==> src/rtl/decode_stage.sv <==
// ============================================================================
// Module   : decode_stage
// Purpose  : Second pipeline stage: register file, decode, flush/stall/halt.
// Revision : 1.0
// ============================================================================
`default_nettype none

module decode_stage #(
   parameter int AW   = 9,
   parameter int DW   = 16,
   parameter int NREG = 16
) (
   input  logic                    clk,
   input  logic                    rst,
   input  logic [AW+DW-1:0]        inst,
   input  logic                    do_branch,
   input  logic                    do_jump,
   input  logic                    stall,
   input  logic                    wb_en,
   input  logic [$clog2(NREG)-1:0] wb_idx,
   input  logic [DW-1:0]           wb_data,
   output logic                    d_valid,
   output logic [AW-1:0]           d_pc,
   output logic [3:0]              d_op,
   output logic [3:0]              d_rd,
   output logic [DW-1:0]           d_a,
   output logic [DW-1:0]           d_b,
   output logic                    d_we,
   output logic                    d_is_branch,
   output logic                    d_is_jump,
   output logic [AW-1:0]           d_target,
   output logic                    halted
);

   localparam logic [3:0]    c_OP_NOP  = 4'b0000;
   localparam logic [3:0]    c_OP_ADD  = 4'b0001;
   localparam logic [3:0]    c_OP_SUB  = 4'b0010;
   localparam logic [3:0]    c_OP_AND  = 4'b0011;
   localparam logic [3:0]    c_OP_OR   = 4'b0100;
   localparam logic [3:0]    c_OP_ADDI = 4'b0101;
   localparam logic [3:0]    c_OP_SUBI = 4'b0110;
   localparam logic [3:0]    c_OP_BGT  = 4'b1101;
   localparam logic [3:0]    c_OP_JMP  = 4'b1110;
   localparam logic [DW-1:0] c_HALT    = '1;
   localparam int            c_RW      = $clog2(NREG);

   typedef struct packed {
      logic          valid;
      logic [AW-1:0] pc;
      logic [3:0]    op;
      logic [3:0]    rd;
      logic [DW-1:0] a;
      logic [DW-1:0] b;
      logic          we;
      logic          is_branch;
      logic          is_jump;
      logic [AW-1:0] target;
   } dec_t;

   logic [DW-1:0] r_regs [NREG];
   dec_t          r_out;
   logic          r_halted;

   logic [AW-1:0] w_pc;
   logic [DW-1:0] w_instr;
   logic [3:0]    w_opc;
   logic [3:0]    w_ra;
   logic [3:0]    w_rb;
   logic [DW-1:0] w_rdata_a;
   logic [DW-1:0] w_rdata_b;
   logic          w_flush;
   logic          w_bubble;
   logic          w_is_halt;
   logic          w_is_rtype;
   logic          w_is_imm;
   dec_t          w_dec;

   assign w_pc      = inst[AW+DW-1:DW];
   assign w_instr   = inst[DW-1:0];
   assign w_opc     = w_instr[15:12];
   assign w_ra      = w_instr[11:8];
   assign w_rb      = w_instr[7:4];
   assign w_flush   = do_branch | do_jump;
   assign w_bubble  = (inst == '0);
   assign w_is_halt = (w_instr == c_HALT);

   // Read port with write-through bypass; index 0 is hard-wired to zero.
   function automatic logic [DW-1:0] f_read(
      input logic [3:0]      idx,
      input logic [DW-1:0]   stored,
      input logic            byp_en,
      input logic [c_RW-1:0] byp_idx,
      input logic [DW-1:0]   byp_data
   );
      logic [DW-1:0] val;
      val = stored;
      if (idx == 4'd0)
         val = '0;
      else if (byp_en && (byp_idx == idx))
         val = byp_data;
      return val;
   endfunction

   assign w_rdata_a = f_read(w_ra, r_regs[w_ra], wb_en, wb_idx, wb_data);
   assign w_rdata_b = f_read(w_rb, r_regs[w_rb], wb_en, wb_idx, wb_data);

   always_ff @(posedge clk or negedge rst) begin
      if (!rst) begin
         for (int i = 0; i < NREG; i++)
            r_regs[i] <= '0;
      end else if (wb_en && (wb_idx != '0)) begin
         r_regs[wb_idx] <= wb_data;
      end
   end

   always_comb begin
      w_is_rtype = (w_opc == c_OP_ADD) || (w_opc == c_OP_SUB) ||
                   (w_opc == c_OP_AND) || (w_opc == c_OP_OR);
      w_is_imm   = (w_opc == c_OP_ADDI) || (w_opc == c_OP_SUBI);
   end

   always_comb begin
      w_dec           = '0;
      w_dec.valid     = 1'b1;
      w_dec.pc        = w_pc;
      w_dec.op        = w_opc;
      w_dec.rd        = w_ra;
      w_dec.a         = w_rdata_a;
      w_dec.we        = (w_is_rtype || w_is_imm) && (w_ra != 4'd0);
      w_dec.is_branch = (w_opc == c_OP_BGT);
      w_dec.is_jump   = (w_opc == c_OP_JMP);
      if (w_is_rtype || (w_opc == c_OP_BGT))
         w_dec.b = w_rdata_b;
      else if (w_is_imm)
         w_dec.b = {{(DW-8){1'b0}}, w_instr[7:0]};
      case (w_opc)
         // Branch offset is a signed 4-bit displacement; the sum wraps in AW bits.
         c_OP_BGT: w_dec.target = w_pc + {{(AW-4){w_instr[3]}}, w_instr[3:0]};
         c_OP_JMP: w_dec.target = w_instr[AW-1:0];
         c_OP_NOP: w_dec.target = '0;
         default:  w_dec.target = '0;
      endcase
   end

   always_ff @(posedge clk or negedge rst) begin
      if (!rst) begin
         r_out    <= '0;
         r_halted <= 1'b0;
      end else if (w_flush) begin
         r_out <= '0;
      end else if (stall) begin
         r_out <= r_out;
      end else if (r_halted || w_bubble) begin
         r_out <= '0;
      end else begin
         r_out <= w_dec;
         if (w_is_halt)
            r_halted <= 1'b1;
      end
   end

   assign d_valid     = r_out.valid;
   assign d_pc        = r_out.pc;
   assign d_op        = r_out.op;
   assign d_rd        = r_out.rd;
   assign d_a         = r_out.a;
   assign d_b         = r_out.b;
   assign d_we        = r_out.we;
   assign d_is_branch = r_out.is_branch;
   assign d_is_jump   = r_out.is_jump;
   assign d_target    = r_out.target;
   assign halted      = r_halted;

endmodule

`default_nettype wire

==> config.mk <==
export PLATFORM = sky130hd
export DESIGN_NAME = decode_stage
export DESIGN_NICKNAME = d
export VERILOG_FILES = /design/src/rtl/decode_stage.sv
export SDC_FILE = /design/constraint.sdc
export NUM_CORES = 1
export LEC_CHECK = 0
export BUFFER_PORTS_ARGS = -buffer_cell sky130_fd_sc_hd__clkbuf_2
export CORE_UTILIZATION = 40
export CTS_CLUSTER_DIAMETER = 150
export DETAILED_ROUTE_END_ITERATION = 8
export PLACE_DENSITY = 0.55
export SYNTH_ARGS = -nofsm -noshare
export SYNTH_HDL_FRONTEND = slang
export SYNTH_SLANG_ARGS = --single-unit
==> constraint.sdc <==
create_clock -name clk -period 1.7 [get_ports clk]
set_input_delay 0.17 -clock clk [delete_from_list [all_inputs] [get_ports clk]]
set_output_delay 0.17 -clock clk [all_outputs]
set_load 0.05 [all_outputs]
==> flow_summary.json <==
{
  "synth_enable_flop_cells": 0,
  "avgSynthCellArea_um2": 14.0,
  "grt_pass1_wl_mm": 77.9,
  "status": "completed",
  "dr.pass1.iters": 5,
  "reg2reg_from": "r_regs[129]",
  "num_vias": 11726,
  "clock_sinks": 319,
  "grt_pass1_vias": 11867,
  "multi_input_area_um2": 8180,
  "max_freq_mhz": 594,
  "grt_overflow": 0,
  "period_share_pct": 99.1,
  "endpoint_kind": "flop",
  "gr-usage-all-layers_pct": 25.3,
  "worstMarginPinSlew_ps": 546,
  "worst_r2r_path_depth": 4,
  "synth-async-reset-ratio_pct": 100,
  "yosys_warnings": 0,
  "powerDensity_nw_per_um2": 1110,
  "r2r_end": "d_b[1]",
  "hold_violations": 0,
  "cp_max_fo": 3,
  "crit_type": "reg2reg",
  "cts.clk_slew.worst_paths_ps": 60,
  "synth_seq_area_share_pct": 48.1,
  "core_area_um2": 40900,
  "grt_setup_unrepaired": "true",
  "fin_hold_ws_ps": 32.2,
  "netlist_instances": 1189,
  "clk_path_buf_depth": 3,
  "drt_iter0_drc": 981,
  "syn-num-nets": 1249,
  "syn2layout_area_growth_pct": 25.6,
  "portBuffers": 113,
  "drive_gt1_share_pct": 53.0,
  "startpoint": "r_regs[129]",
  "final-max-slew-violation-count": 0,
  "htreeDepth": 2,
  "tritoncts": "done",
  "finalSetupViolCount": 0,
  "synth_cell_types": 63,
  "cp_data_required_time_ps": 2140,
  "antenna_left": 0,
  "die_area_um2": 42300,
  "nFillCells": 3519,
  "fin_util_pct": 51.0,
  "period_needed_ps": 1680,
  "io-pin-count": 114,
  "dieWidth_um": 206,
  "antenna_found_initial": 1,
  "floorplan.initialDensity_pct": 40.6,
  "crit_arrival_ps": 2120,
  "reg2reg_setup_slack_ps": 20,
  "layout.nets": 1491,
  "wl_per_cell_um": 26.0,
  "worst_hold_path_type": "in2reg",
  "gp_congestion": 0.858,
  "vias_per_cell": 5.90,
  "grt_max_degree": 53,
  "die_h_um": 206,
  "remaining_drc_errors": 0,
  "clockRootBuffer": "clkbuf_16",
  "synth_top_flop_cell": "dfrtp_1",
  "fin_skew_ps": 22.1,
  "worstSkewPairLatency_ps": 560,
  "synth.cell_area_um2": 16600,
  "drt_wl_total_mm": 51.7,
  "start_kind": "flop",
  "synth-seq-cells": 319,
  "endpoint": "d_b[1]",
  "rows": 74,
  "p_leak_uw": 0.00913,
  "maxSlewHeadroom_pct": 63.6,
  "final-seq-area_um2": 7980,
  "peakVddDrop_uv": 680,
  "drv_cap": 0,
  "dp_hpwl_mm": 35.8,
  "numCtsBuffers": 38,
  "worstHoldStart": "inst[1]"
}
routing by layer:
| metal | vias up | global-route usage (%) | share of wire (%) |
|---|---|---|---|
| met5 | - | 0 | 0 |
| met4 | 0 | 7.78 | 2.9 |
| met3 | 94 | 5.04 | 6.0 |
| met2 | 387 | 40.7 | 48 |
| met1 | 6147 | 34.4 | 43 |
| li1 | 5098 | - | - |
metrics by stage:
step,setup WS (ps),std cells,setup TNS [ps],total power [uW],area (um^2)
floorplan,9.30,1189,0,13100,16600
global placement,-285,1906,-12600,14700,19300
detailed placement,-317,1906,-12290,14900,19300
CTS,7.78,1985,0,23200,20700
global route,-58.3,1987,-58.3,24100,20800
finish,16.1,1988,0,23100,20900
where the power goes:
group	switching, uW	total [uW]	internal, uW
Clock	3250	8150	4900
Combinational	1980	4880	2900
Sequential	1040	10000	8980
Total	6270	23100	16800
flip-flops by register name, summed over array words and instances (netlist names):
| register | flops |
|---|---|
| d_rd | 4 |
| halted | 1 |
| d_op | 4 |
| d_is_jump | 1 |
| r_regs | 256 |
| d_a | 16 |
| d_we | 1 |
| d_valid | 1 |
| d_target | 9 |
| d_pc | 9 |
| d_is_branch | 1 |
| d_b | 16 |
worst max-delay path, cell delays in order, from the launching register on:
cell and delay, ps:
dfrtp_1 400, mux4_2 500, a211oi_2 250, a311oi_1 150, a221o_1 270
cell families (layout without fill, tap and decap cells):
| group | Yosys count | after routing | synth area share [%] |
|---|---|---|---|
| mux | 389 | 389 | 33.2 |
| flops | 319 | 319 | 48.1 |
| compound gates | 197 | 197 | 8.97 |
| simple gates | 131 | 131 | 4.35 |
| buf+inv | 127 | 393 | 3.78 |
| xor+xnor | 17 | 17 | 0.897 |
| fa+ha+maj | 9 | 9 | 0.723 |
| other cells | 0 | 1 | 0 |
worst min-delay path by stage:
| stage | to | slack [ps] | cells past startpoint |
|---|---|---|---|
| final | d_b[1] | 30 | 3 |
| after CTS | d_b[1] | 2 | 3 |
| after detailed placement | r_regs[108] | 130 | 1 |
| after global placement | r_regs[108] | 130 | 1 |
| after global routing | d_op[3] | 30 | 3 |
| after floorplan | d_a[0] | -130 | 0 |
cell type report:
cell class	instances	area share, %
antenna	1	0.0120
clock inverter	11	0.642
inverter	7	0.126
clock buffer	53	5.22
timing repair buffer	322	13.3
tap	532	3.19
multi-input combinational	743	39.2
sequential	319	38.3
cells in the mapped netlist (7+ instances only):
library cell	n	share of area, %
a221oi_1	25	1.3
buf_6	8	0.54
nand2_1	32	0.72
mux4_2	105	14
ha_1	8	0.60
nor2_1	25	0.57
nand2b_1	10	0.38
a22oi_1	28	1.3
o22ai_1	8	0.30
mux2i_1	40	2.4
clkbuf_1	58	1.3
a32oi_1	14	0.74
nand3_1	7	0.21
buf_4	10	0.45
nor4_1	7	0.26
o21ai_0	49	1.5
nor2b_1	9	0.34
nor3_1	8	0.24
xnor2_1	7	0.37
mux2_2	244	17
buf_2	43	1.3
dfrtp_1	319	48
xor2_1	10	0.53
inv_1	7	0.16
a22o_1	36	1.9
placed cells by master (no fill, tap or decap), drive strengths merged, types with 8 or more instances in the layout:
master | netlist | final
o22ai | 8 | 8
dfrtp | 319 | 319
a22o | 42 | 42
a22oi | 28 | 28
nand2b | 11 | 11
xor2 | 10 | 10
clkbuf | 58 | 160
nor2b | 9 | 9
inv | 7 | 8
a32oi | 14 | 14
nor4 | 8 | 8
nor3 | 9 | 9
ha | 8 | 8
mux2 | 244 | 244
a221oi | 25 | 25
dlygate4sd3 | 0 | 15
o21ai | 49 | 49
nand3 | 8 | 8
nand2 | 32 | 32
mux4 | 105 | 105
buf | 62 | 200
nor2 | 29 | 29
mux2i | 40 | 40
timing repair:
item                       4_1_cts  5_1_grt
pin swaps                        1       12
gates resized for setup          2       26
hold endpoints to repair       335        0
hold buffers                    15        0
setup buffers                    0        3
gates cloned                     0        0
setup endpoints to repair        2       41
(Power assumes the default switching activity.)
